File: src/rtl/mmio_console.sv
// rtl/mmio_console.sv - MMIO character console: packed-word writes unpacked MSB-first into a byte FIFO drained over valid/ready.
module mmio_console #(
  parameter int          MEMORY_WIDTH = 32,
  parameter logic [31:0] BASE_ADDR    = 32'he1000100,
  parameter int          FIFO_DEPTH   = 16
) (
  input  logic                    clock,
  input  logic                    reset,
  input  logic                    sel_in,
  input  logic [MEMORY_WIDTH-1:0] addr_in,
  input  logic [MEMORY_WIDTH-1:0] data_in,
  input  logic [3:0]              wb_in,
  output logic [MEMORY_WIDTH-1:0] data_out,
  output logic                    irq,
  output logic [7:0]              char_data,
  output logic                    char_valid,
  input  logic                    char_ready
);

  localparam int AW = $clog2(FIFO_DEPTH);
  localparam int CW = AW + 1;

  typedef enum logic {IDLE, UNPACK} state_t;

  state_t        state, state_next;
  logic [31:0]   stage_data;
  logic [3:0]    mask, mask_next, new_mask;
  logic [7:0]    mem [FIFO_DEPTH];
  logic [AW-1:0] wr_ptr, rd_ptr;
  logic [CW-1:0] count;
  logic          ie, ovf;

  logic          hit, is_write, data_wr, ctrl_wr;
  logic [1:0]    offset, lane;
  logic          full, busy, empty, pop, push, load, ovf_set;
  logic [7:0]    push_byte;
  logic [31:0]   status, rd_data;
  logic          unused_addr_bits;

  assign unused_addr_bits = ^addr_in[1:0];

  assign hit      = sel_in && (addr_in[31:4] == BASE_ADDR[31:4]);
  assign offset   = addr_in[3:2];
  assign is_write = |wb_in;
  assign data_wr  = hit && is_write && (offset == 2'd0);
  assign ctrl_wr  = hit && (offset == 2'd2) && wb_in[0];

  assign full       = (count == CW'(FIFO_DEPTH));
  assign busy       = (state == UNPACK);
  assign empty      = (count == '0) && !busy;
  assign char_valid = (count != '0);
  assign char_data  = mem[rd_ptr];
  assign pop        = char_valid && char_ready;

  assign status = {16'h0, 8'(count), 4'h0, ovf, busy, full, empty};

  // Strobed lanes holding NUL are dropped before they ever reach the unpacker.
  always_comb begin
    new_mask = '0;
    for (int i = 0; i < 4; i++)
      new_mask[i] = wb_in[i] && (data_in[8*i +: 8] != 8'h00);
  end

  always_comb begin
    lane = 2'd0;
    if (mask[3])      lane = 2'd3;
    else if (mask[2]) lane = 2'd2;
    else if (mask[1]) lane = 2'd1;
    push_byte = stage_data[8*lane +: 8];
  end

  always_comb begin
    state_next = state;
    mask_next  = mask;
    push       = 1'b0;
    load       = 1'b0;
    ovf_set    = 1'b0;
    case (state)
      IDLE: begin
        if (data_wr) begin
          load      = 1'b1;
          mask_next = new_mask;
          if (|new_mask) state_next = UNPACK;
        end
      end
      UNPACK: begin
        ovf_set = data_wr;
        // A full FIFO still takes a byte when the sink frees a slot this cycle.
        if (!full || pop) begin
          push      = 1'b1;
          mask_next = mask & ~(4'b0001 << lane);
          if (mask_next == 4'b0000) state_next = IDLE;
        end
      end
      default: state_next = IDLE;
    endcase
  end

  always_comb begin
    rd_data = '0;
    if (hit && !is_write) begin
      case (offset)
        2'd1:    rd_data = status;
        2'd2:    rd_data = {31'h0, ie};
        default: rd_data = '0;
      endcase
    end
  end

  always_ff @(posedge clock) begin
    if (!reset) begin
      state      <= IDLE;
      stage_data <= '0;
      mask       <= '0;
      wr_ptr     <= '0;
      rd_ptr     <= '0;
      count      <= '0;
      ie         <= 1'b0;
      ovf        <= 1'b0;
      irq        <= 1'b0;
      data_out   <= '0;
      for (int i = 0; i < FIFO_DEPTH; i++) mem[i] <= 8'h00;
    end else begin
      state    <= state_next;
      mask     <= mask_next;
      data_out <= rd_data;
      irq      <= ie && empty;
      if (load) stage_data <= data_in;
      if (push) begin
        mem[wr_ptr] <= push_byte;
        wr_ptr      <= wr_ptr + 1'b1;
      end
      if (pop) rd_ptr <= rd_ptr + 1'b1;
      case ({push, pop})
        2'b10:   count <= count + 1'b1;
        2'b01:   count <= count - 1'b1;
        default: count <= count;
      endcase
      if (ovf_set)                  ovf <= 1'b1;
      else if (ctrl_wr && data_in[1]) ovf <= 1'b0;
      if (ctrl_wr) ie <= data_in[0];
    end
  end

endmodule

File: config.mk
export PLATFORM = sky130hd
export DESIGN_NAME = mmio_console
export DESIGN_NICKNAME = d
export VERILOG_FILES = /design/src/rtl/mmio_console.sv
export SDC_FILE = /design/constraint.sdc
export NUM_CORES = 1
export LEC_CHECK = 0
export ABC_AREA = 0
export BUFFER_PORTS_ARGS = -buffer_cell sky130_fd_sc_hd__clkbuf_2
export CORE_UTILIZATION = 30
export CTS_BUF_LIST = sky130_fd_sc_hd__clkbuf_8
export DETAILED_ROUTE_END_ITERATION = 8
export PLACE_DENSITY = 0.59
export SETUP_SLACK_MARGIN = 0.5
export SYNTH_ARGS = -nofsm -noshare
export SYNTH_HDL_FRONTEND = slang
export SYNTH_SLANG_ARGS = --single-unit
File: constraint.sdc
create_clock -name clock -period 6.63 [get_ports clock]
set_input_delay 0.9945 -clock clock [delete_from_list [all_inputs] [get_ports clock]]
set_output_delay 0.9945 -clock clock [all_outputs]
set_load 0.05 [all_outputs]
**Yosys cells after proc, flatten, opt, wreduce, memory -nomap -nowiden**

Memory sizes are Yosys's and may differ from the RTL's. A register that Yosys moved wholly into a read port is not among the register bits.
Cells that the tools add are included.

- Add/subtract/negate cells: 4
- Equal/unequal tests: 8
- Shifts and indexed selects: 2
- Multiplexer cells: 29
- Bitwise logic cells: 3
- Reduce and logical (&&, ||, !) cells: 33

Operators by type and width:

| operator | count |
|---|---|
| 8-bit nonzero test | 4 |
| 32-bit by 6-bit indexed part select with 8-bit output | 1 |
| 28-bit equality test (second input constant) | 1 |
| 13-bit case mux with 2 select lines | 1 |
| 4-bit 2-to-1 mux | 5 |
| 1-bit 2-to-1 mux | 17 |
| 1-bit logical AND | 14 |
| 5-bit case mux with 2 select lines | 1 |
| 4-bit by 1-bit adder with 4-bit output (second input constant) | 2 |
| 8-bit 2-to-1 mux | 1 |
| 4-bit case mux with 2 select lines | 1 |
| 4-bit OR reduction | 2 |
| 8-bit OR reduction | 1 |
| 5-bit by 1-bit adder with 5-bit output (second input constant) | 1 |
| 5-bit equality test (second input constant) | 1 |
| 5-bit logical NOT | 1 |
| 5-bit nonzero test | 1 |
| 5-bit by 1-bit subtractor with 5-bit output (second input constant) | 1 |
| 4-bit bitwise AND | 1 |
| 2-bit by 1-bit equality test with 1-bit output (second input constant) | 2 |
| 2-bit equality test (second input constant) | 2 |
| 4-bit logical NOT | 1 |
| 2-bit 2-to-1 mux | 2 |
| 4-bit inverter | 1 |
| other kinds (10) | 14 |

- Register bits after elaboration: 85
- RAM bits: 128
- Input port bits: 72
- Output and inout port bits: 42
- Logic and storage cells: 90
- Memories kept: 1

Memory list:

| memory | words | bits a word | read ports | clocked after Yosys merged registers in | wr ports | line | RTL |
|---|---|---|---|---|---|---|---|
| mem | 16 | 8 | 1 | 1 | 16 | 28 | `logic [7:0] mem [FIFO_DEPTH];` |

**Logic depth before layout (Yosys ltp)**

Gate-level depths: netlist (run 1).

- Word-level depth: 10
- Depth in mapped cells: 9
- Gate-level depth less buffers: 8

**Worst setup path before layout (run 1)**

No wires, ideal clock.

- Path type: register to output
- Start: reg (tool-made name)
- End: out char_data[0]
- Arrival time: 1.963 ns
- Data required time: 5.635 ns
- Slack: 3.672 ns
- Stages on the path, launching flop included: 5
- Buffers on the path: 2
- Cell sequence: dfxtp_1 > clkbuf_1 > buf_2 > mux4_2 > mux4_2

RTL lines:

| what | line | RTL |
|---|---|---|
| end: declaration | 15 | `output logic [7:0] char_data,` |

==> impl_results.md, run 1 <==
- Part of the Yosys area used for sequential elements: 0.5844
- Top-level I/O count: about 110
- Proportion of synthesized flip-flops having asynchronous set or reset: 0
- DIE WIDTH: 173.6 um
- Area after detailed placement: about 9600 um^2
- Count of buffering cells on the critical path with inverters included: 2
- Clk_skew: between 10 and 15 ps
- Prevailing post-synth register cell: edfxtp_1
- Final HPWL from detailed placement: ~14000 um
- Slowest-stage cell, CP: mux4_2
- Clk Tree Root Cell: clkbuf_8
- Post-cts repair resize count: 0
- DR vias: ~5500
- CP Data Required Time: 5640 ps
- Largest stage delay on the critical path: 640 ps
- Initial DRT Pass Iterations: 5
- Initial standard-cell utilization of the core: 0.3063
- Data arrival time of the critical path: around 2700 ps
- Post-synthesis instance area: 8838 um^2
- Synth Area per Inst: roughly 13 um^2
- Overall track demand over capacity in global routing: 0.1336
- Total congestion overflow: 0
- Worst-case vdd ir drop: 122.1 uV
- Fraction of layout instances using a drive strength above 1: 0.2415
- Routability congestion estimate from global placement: 0.7142
- Number of placement rows: 62
- Hold-fix buffer count after cts: 0
- Final worst-path cycle share: 0.5638
- # H-tree levels: 4
- Final layout net count: ~860
- Initial antenna violation count: 0
- Overall die area: between 30000 and 40000 um^2
- Core area: between 20000 and 30000 um^2
- Cell leakage power: about 3.2 nW
- Critical setup path kind: flip-flop to output port
- Most frequent CP cell: mux4_2
- Maximum Capacitance Violations: 0
- Clock input transition at the sequential cells of the worst setup and hold paths: ~100 ps
- Hold slack: about 470 ps
- TritonCTS clock tree: yes
- Post-synthesis sequential element count: a little under 200
- Largest net degree at the start of global routing: about 40
- Delay-heaviest family, CP: multiplexers
- Antenna violation net count after detailed routing: 0
- Clk_lat worst skew: between 400 and 500 ps
- Launching element type of the critical path: flip-flop
- Cell count after synthesis: 704
- Top library cells by usage in the layout, fill and taps aside: nor2_1, edfxtp_1, clkbuf_2
- Antenna cells: 0
- Overall power after layout: between 0.002 and 0.003 W
- HP Class: flip-flop to flip-flop
- Vertical die dimension: 173.6 um
- Worst-path maximum fanout: 32
- Post-synth EDFFs: between 100 and 150
- Buffer depth of the longest clock path: 2
- Count of warnings emitted by yosys: 0
- Pwr dens: 282.8 nW/um^2
- Via count normalized by instance count: 4.636
- Cell area after layout: ~10000 um^2
- # setup viols final: 0
- Minimum period implied by the final worst setup slack: 3738 ps
- Sum Neg Setup Slack: 0 ps
- Number of placed instances with taps included: 1147
- Total clock buffers created by CTS: 17
- Commonest non-fill, non-tap cell in the layout: nor2_1
- Vias in the first global route: 5605
- Quantity of I/O buffers inserted on ports: 88
- Highest clock frequency the design can meet: 0.2675 GHz
- Total setup buffers inserted after CTS: 0
- Detailed Route Iter0 Violations: approximately 390
- Status: completed
- Endpoint kind of the worst setup timing path: output port
- Crit path cell chain: buf_4, mux4_2, mux4_2, clkbuf_2
- Post-synth cell types: 51
- Max_slew headroom: 0.5596
- Number of slew-limit violations in the final report: 0
- Global-route wire length before repair: 30930 um
- DR DRC count: 0
- Layout overhead on the synthesized area: 12.78%
- Slew at the pin with the worst max-slew slack: ~660 ps
- Final routed wire length divided by cell count: about 16 um
- Sum of routed wire length over all layers: 19400 um
- Clock sinks: 194
- Unrepaired setup endpoints after global routing: false
- Total count of hold-check failures in the final report: 0
- Final instance count without filler cells: around 1200
cell usage after synthesis, types with 2 or more instances:
master / number / area [um^2]
nand3_1: 7 / 35.03
nand4_1: 4 / 25.02
nor4b_1: 3 / 26.28
nor2_1: 180 / 675.7
buf_6: 4 / 45.04
xnor2_1: 2 / 17.52
ha_1: 10 / 125.1
o21ai_0: 15 / 75.07
o221ai_1: 2 / 17.52
a21oi_1: 6 / 30.03
mux2i_1: 53 / 530.5
edfxtp_1: 128 / 3844
nand3_2: 12 / 120.1
nor3b_2: 2 / 25.02
buf_2: 5 / 25.02
buf_1: 4 / 15.01
o311a_1: 3 / 30.03
nand2b_1: 3 / 18.77
xor2_1: 7 / 61.31
inv_1: 7 / 26.28
mux4_2: 40 / 900.9
or4_1: 8 / 60.06
nor4_1: 5 / 31.28
and2_1: 8 / 50.05
buf_4: 26 / 195.2
nand3_4: 4 / 70.07
clkbuf_1: 25 / 93.84
nor3_1: 3 / 15.01
and3_1: 4 / 25.02
nand2_1: 38 / 142.6
dfxtp_1: 66 / 1321
power by group:
part,switching (W),total (W),internal (W)
sequential,0.0000409,0.00139,0.00135
clock,0.000432,0.000772,0.000340
combinational,0.000396,0.000660,0.000265
through the flow:
| step | setup slack, ps | utilization |
|---|---|---|
| 2_1_floorplan | 3672 | - |
| 3_3_place_gp | 3351 | 0.3318 |
| 6_report | 2892 | 0.3454 |
| 5_1_grt | 2730 | 0.3454 |
| 3_5_place_dp | 3337 | 0.3318 |
| 4_1_cts | 2814 | 0.3454 |
tightest hold or removal path: stages, from the launching register on:
cell     delay, ps
dfxtp_1        320
o31ai_1         60
a21oi_1         50
state kept, by name (all words and copies together), names as in the netlist, named ones only:
| name | flops |
|---|---|
| rd_ptr | 4 |
| irq | 1 |
| ovf | 1 |
| count | 5 |
| mask | 4 |
| mem | 128 |
| data_out | 9 |
| ie | 1 |
| busy | 1 |
| stage_data | 32 |
| wr_ptr | 4 |
final cells by class:
cell class | count | area [um^2]
clock inverters | 15 | 158.9
clock buffers | 17 | 234.0
flip-flops and latches | 194 | 5166
well taps | 384 | 480.5
inverters | 7 | 26.28
multi-input cells | 461 | 3364
repair buffers | 101 | 538.0
fillers | 2907 | 18890
per-layer routing:
metal | wire (um) | share of wire | GRT usage | vias up
li1 | - | - | - | 2662
met1 | 8538 | 0.44 | 0.1644 | 2682
met2 | 9899 | 0.51 | 0.2349 | 101
met3 | 674 | 0.035 | 0.02500 | 21
met4 | 291 | 0.015 | 0.04386 | 0
met5 | 0 | 0 | 0 | -
final timing paths:
path	slack, ps	from	end	cells past startpoint
worst max-delay path	2890	flip-flop	char_data[2]	4
worst min register to register	470	ovf	ovf	2
worst max register to register	3880	busy	mem[0][5]	4
worst min-delay path	470	ovf	ovf	2
logic make-up (layout without fill, tap and decap cells):
family	Yosys count	count (layout)	synth area share
multiplexers	94	94	0.1632
AO/OA/AOI/OAI	38	38	0.02775
adder cells (fa/ha/maj)	11	11	0.01529
flip-flops	194	194	0.5844
AND/OR/NAND/NOR	286	286	0.1547
other	1	23	0.0004243
XOR/XNOR	9	9	0.008919
buffers and inverters	71	140	0.04530
Note: power is estimated with default switching activity, not from simulation.
==> inputs of run 2 (changes only) <==
==> constraint.sdc (replaced) <==
create_clock -name clock -period 3.65 [get_ports clock]
set_input_delay 0.5475 -clock clock [delete_from_list [all_inputs] [get_ports clock]]
set_output_delay 0.5475 -clock clock [all_outputs]
set_load 0.05 [all_outputs]
==> run 2 against run 1 <==
Count of clock-buffer cells in the layout unchanged; via count increased by 1.4%; first-iteration DRC count increased by 0.51%; sequential share of layout area decreased by 0.48 points; worst hold slack got worse by 150 ps; worst setup slack got worse by 2300 ps; power increased by 87%; critical path type unchanged.
==> impl_results.md, run 2 (synthesis results as in run 1) <==
- Hold-fix buffer count after cts: 0
- Slowest-stage cell, CP: mux4_2
- Clk_skew: around 11 ps
- Initial antenna violation count: 0
- DIE WIDTH: 173.6 um
- Initial DRT Pass Iterations: 4
- Slew at the pin with the worst max-slew slack: about 800 ps
- Worst-path maximum fanout: 12
- Endpoint kind of the worst setup timing path: output port
- Number of stages on the worst hold path: 3
- Met2 WL post-DR: around 10000 um
- Overall power after layout: around 0.0053 W
- Sum of routed wire length over all layers: approximately 19000 um
- Internal Dissipation: ~0.0036 W
- DR DRC count: 0
- Area after detailed placement: a little under 10000 um^2
- Sum Neg Setup Slack: 0 ps
- # setup viols final: 0
- Pwr dens: approximately 520 nW/um^2
- Unrepaired setup endpoints after global routing: false
- Total count of hold-check failures in the final report: 0
- Overall die area: around 30000 um^2
- Capture endpoint of the worst hold path: stage_data[14]
- Reg-to-reg endpoint: mem[1][4]
- Switching portion of total power: 0.3112
- CP Data Required Time: 3100 ps
- Worst flop-to-flop path startpoint: count[1]
- Final routed wire length divided by cell count: approximately 16 um
- Fraction of layout instances using a drive strength above 1: 0.2478
- Count of buffering cells on the critical path with inverters included: 2
- Commonest non-fill, non-tap cell in the layout: nor2_1
- Met3 WL post-DR: ~650 um
- Highest clock frequency the design can meet: around 0.33 GHz
- Total congestion overflow: 0
- TritonCTS clock tree: yes
- Crit path cell chain: bufbuf_16, mux4_2, mux4_2, clkbuf_2
- Leading registers by flop count: mem x128, stage_data x32, data_out x9
- Max layer used: met4
- Final HPWL from detailed placement: approximately 14000 um
- Largest stage delay on the critical path: around 530 ps
- Status: completed
- Largest net degree at the start of global routing: 40
- Cell leakage power: around 3.3 nW
- Buffer depth of the longest clock path: 2
- Global-route wire length before repair: just over 30000 um
- Core area: 28860 um^2
- Quantity of I/O buffers inserted on ports: a little under 90
- Clock sinks: roughly 190
- Switching pwr: about 0.0016 W
- Antenna violation net count after detailed routing: 0
- Routed length on met1: between 8000 and 9000 um
- Cell area after layout: ~10000 um^2
- Routability congestion estimate from global placement: 0.7281
- Total clock buffers created by CTS: 17
- Flip-flop count of the largest register, all copies and words added: 128
- Initial standard-cell utilization of the core: 0.3063
- HP Class: primary input to flip-flop
- Worst-case vdd ir drop: 233.6 uV
- Launch point of the worst hold path: data_in[14]
- Final worst-path cycle share: 0.8254
- Launching element type of the critical path: flip-flop
- Clk Tree Root Cell: clkbuf_8
- # H-tree levels: 4
- Hold slack: about 320 ps
- Detailed Route Iter0 Violations: roughly 400
- Clock power share: 0.282
- Setup slack of the critical path after layout: between 600 and 700 ps
- Delay-heaviest family, CP: multiplexers
- Pre-CTS setup slack: slightly above 800 ps
- Data arrival time of the critical path: roughly 2500 ps
- Antenna cells: 0
- Register with the most flip-flops: mem
- Most frequent CP cell: mux4_2
- Top-level I/O count: 114
- Vertical die dimension: roughly 170 um
- Clk_lat worst skew: approximately 480 ps
- Number of placement rows: 62
- Critical setup path kind: flip-flop to output port
- Layout overhead on the synthesized area: 13.90%
- Max_slew headroom: 0.4645
- R2r worst-path depth: 6
- Overall track demand over capacity in global routing: 0.1346
- Gate power share: 0.238
- Vias in the first global route: 5522
- Clock input transition at the sequential cells of the worst setup and hold paths: about 100 ps
- Minimum period implied by the final worst setup slack: roughly 3000 ps
- Final layout net count: about 870
- R2R setup slack: approximately 1000 ps
- Maximum Capacitance Violations: 0
- DR vias: ~5500
- Top library cells by usage in the layout, fill and taps aside: nor2_1, edfxtp_1, clkbuf_2
- Part of the power in registers: 0.480
- Number of slew-limit violations in the final report: 0
- Via count normalized by instance count: roughly 4.7
[run 2: cell count changes in the layout (fill, tap and decap cells not counted), sizes merged]
cell,delta
buf,+3
bufbuf,+1
clkinv,-2
clkinvlp,-1
inv,+3
[run 2: how the worst max path moves through the flow]
stage	startpoint	to	slack [ps]	cells past startpoint
after global placement	char_ready	mem[0][7]	880	7
after global routing	flip-flop	char_data[7]	550	4
final	flip-flop	char_data[6]	640	4
after detailed placement	char_ready	mem[1][7]	830	7
after CTS	flip-flop	char_data[4]	590	4
after floorplan	flip-flop	char_data[0]	1140	4
[run 2: through the flow]
step | instances | util
global placement | 1149 | 0.3328
floorplan | 726 | -
global route | 1183 | 0.3489
CTS | 1183 | 0.3489
detailed placement | 1149 | 0.3328
finish | 1183 | 0.3489
[run 2: worst reg2reg max path: cells and delay by family (launching register included)]
kind / cells / cell delay (ps)
AOI/OAI and AO/OA: 1 / 70
buffers and inverters: 1 / 160
DFF: 1 / 510
and+or+nand+nor: 4 / 1560
[run 2: layer usage]
| layer | GRT usage | up-vias |
|---|---|---|
| met5 | 0 | - |
| met1 | 0.1686 | 2757 |
| li1 | - | 2665 |
| met3 | 0.02807 | 15 |
| met4 | 0.03984 | 0 |
| met2 | 0.2331 | 103 |
[run 2: timing repair]
action / 4_1_cts / 5_1_grt
setup buffers: 1 / 0
resized for setup: 1 / 0
setup endpoints to repair: 8 / 0
[run 2: area by class of cell]
class / count / area [um^2]
fillers: 2907 / 18790
flip-flops and latches: 194 / 5169
multi-input cells: 461 / 3364
repair buffers: 105 / 605.6
well taps: 384 / 480.5
clock buffers: 17 / 234.0
clock inverters: 15 / 187.7
inverters: 7 / 26.28
[run 2: power groups by stage]
stage                     combinational, W  clock, W  sequential [W]
final                              0.00126   0.00148         0.00253
after global placement             0.00119         0         0.00259
after floorplan                   0.000984         0         0.00253
after global routing               0.00135   0.00161         0.00255
after CTS                          0.00127   0.00151         0.00253
after detailed placement           0.00120         0         0.00260
==> inputs of run 3 (changes only) <==
--- a/config.mk
+++ b/config.mk
@@ -10,7 +10,7 @@
 export CORE_UTILIZATION = 30
 export CTS_BUF_LIST = sky130_fd_sc_hd__clkbuf_8
 export DETAILED_ROUTE_END_ITERATION = 8
-export PLACE_DENSITY = 0.59
+export PLACE_DENSITY = 0.61
 export SETUP_SLACK_MARGIN = 0.5
 export SYNTH_ARGS = -nofsm -noshare
 export SYNTH_HDL_FRONTEND = slang
==> constraint.sdc (replaced) <==
create_clock -name clock -period 2.5 [get_ports clock]
set_input_delay 0.375 -clock clock [delete_from_list [all_inputs] [get_ports clock]]
set_output_delay 0.375 -clock clock [all_outputs]
set_load 0.05 [all_outputs]
==> run 3 against run 2 <==
The flow now finishes with violations (negative setup slack); worst hold slack worse by 160 ps; count of clock-buffer cells in the layout is the same; cell count is 3.4% higher; clock skew up 7.0 ps; design area grew 13%; register-to-register slack got worse by 580 ps; routed wire length increased by 5.4%; die area unchanged; global-route usage barely moved; power up 60%; sequential cell count stayed put; largest cell class unchanged.
==> impl_results.md, run 3 (synthesis results as in run 1) <==
- Maximum Capacitance Violations: 0
- Most utilized layer in the global route result: met2
- Worst-case vdd ir drop: 320.2 uV
- Final worst-path cycle share: 1.084
- Critical setup path kind: flip-flop to output port
- Final instance count without filler cells: between 1000 and 1500
- Commonest non-fill, non-tap cell in the layout: edfxtp_1
- Clk_skew: 18.40 ps
- Cell leakage power: 3.591 nW
- Global-route wire length before repair: 31350 um
- Fraction of layout instances using a drive strength above 1: 0.4064
- Worst flop-to-flop path startpoint: count[1]
- Launching element type of the critical path: flip-flop
- Antenna cells: 0
- Clk_lat worst skew: roughly 460 ps
- DR vias: approximately 5700
- Core area: 28860 um^2
- Number of slew-limit violations in the final report: 0
- Register with the most flip-flops: mem
- Unrepaired setup endpoints after global routing: true
- R2r worst-path depth: 6
- Buffer depth of the longest clock path: 2
- Met1 demand-to-capacity share in global routing: 0.1767
- Initial antenna violation count: 0
- Total clock buffers created by CTS: 17
- # H-tree levels: 4
- Detailed Route Iter0 Violations: between 300 and 400
- Largest net degree at the start of global routing: 33
- Layout overhead on the synthesized area: 29.12%
- Number of placed instances with taps included: 1170
- R2R setup slack: 430 ps
- Final HPWL from detailed placement: roughly 14000 um
- Setup slack of the critical path after layout: -210.3 ps
- TritonCTS clock tree: yes
- Max_slew headroom: 0.5183
- Flip-flop count of the largest register, all copies and words added: around 130
- Antenna violation net count after detailed routing: 0
- Minimum period implied by the final worst setup slack: roughly 2700 ps
- Data arrival time of the critical path: 2340 ps
- Slew at the pin with the worst max-slew slack: 722.6 ps
- Launch point of the worst hold path: data_in[30]
- Clock sinks: between 150 and 200
- # setup viols final: 8
- Met2 track utilization from global routing: 0.2252
- Reg-to-reg endpoint: mem[10][6]
- Sum of routed wire length over all layers: 20460 um
- Overall track demand over capacity in global routing: 0.1349
- Vias in the first global route: ~5600
- Via count normalized by instance count: about 4.7
- Pwr dens: 737.7 nW/um^2
- Leading registers by flop count: mem x128, stage_data x32, data_out x9
- Final routed wire length divided by cell count: around 17 um
- Clk Tree Root Cell: clkbuf_8
- Failing checks: negative setup slack
- Vertical die dimension: between 150 and 200 um
- DR DRC count: 0
- Total congestion overflow: 0
- Cell area after layout: between 10000 and 15000 um^2
- Overall power after layout: 0.008418 W
- Number of stages on the worst hold path: 3
- Top library cells by usage in the layout, fill and taps aside: edfxtp_1, nor2_1, clkbuf_2
- Quantity of I/O buffers inserted on ports: 88
- DIE WIDTH: ~170 um
- Endpoint kind of the worst setup timing path: output port
- Capture endpoint of the worst hold path: stage_data[30]
- Clock input transition at the sequential cells of the worst setup and hold paths: about 100 ps
- Initial DRT Pass Iterations: 4
- HP Class: primary input to flip-flop
- Met3 demand-to-capacity share in global routing: 0.02390
- Top-level I/O count: 114
- Total count of hold-check failures in the final report: 0
- Final layout net count: about 910
- Hold-fix buffer count after cts: 0
- Highest clock frequency the design can meet: approximately 0.37 GHz
- Routability congestion estimate from global placement: 0.7421
- Area after detailed placement: 9854 um^2
- Pre-CTS setup slack: approximately 200 ps
- Overall die area: between 30000 and 40000 um^2
- CP Data Required Time: ~2100 ps
- Status: complete, but fails checks
- Initial standard-cell utilization of the core: 0.3063
- Sum Neg Setup Slack: -1497 ps
- Number of placement rows: 62
- Worst-path maximum fanout: 10
-- run 3: what timing repair did --
item,CTS,global route
cloned,1,4
buffers inserted,7,9
gates resized for setup,44,204
pin swaps,3,112
setup endpoints to repair,198,148
-- run 3: per-layer routing --
metal / routed length, um / up-vias
met3: 600 / 15
met2: 10610 / 112
met4: 306 / 0
met1: 8944 / 2856
li1: - / 2766
met5: 0 / -
-- run 3: area by class of cell --
cell class	instances	area (um^2)
Clock buffer	17	234.0
Multi-Input combinational cell	465	4174
Inverter	7	26.28
Fill cell	2716	17450
Timing Repair Buffer	141	1154
Sequential cell	194	5179
Tap cell	384	480.5
Clock inverter	15	165.2
-- run 3: worst max-delay path, cell delays in order (launching register included) --
cell	delay [ps]
dfxtp_4	430
buf_12	170
mux4_2	570
mux4_2	520
buf_8	170
-- run 3: how the worst max path moves through the flow --
stage,end
floorplan,char_data[0]
global placement,char_data[5]
detailed placement,mem[1][3]
CTS,char_data[6]
global route,char_data[2]
finish,char_data[1]
-- run 3: stage by stage --
| stage | utilization | hold WS [ps] |
|---|---|---|
| 2_1_floorplan | - | 429.8 |
| 3_3_place_gp | 0.3415 | 456.8 |
| 3_5_place_dp | 0.3415 | 456.5 |
| 4_1_cts | 0.3645 | 127.6 |
| 5_1_grt | 0.3955 | 143.8 |
| 6_report | 0.3955 | 154.4 |
-- run 3: power by group --
group / switching (W) / internal, W / total (W)
clock network: 0.00111 / 0.000981 / 0.00209
logic: 0.00129 / 0.00133 / 0.00262
registers: 0.000122 / 0.00358 / 0.00370
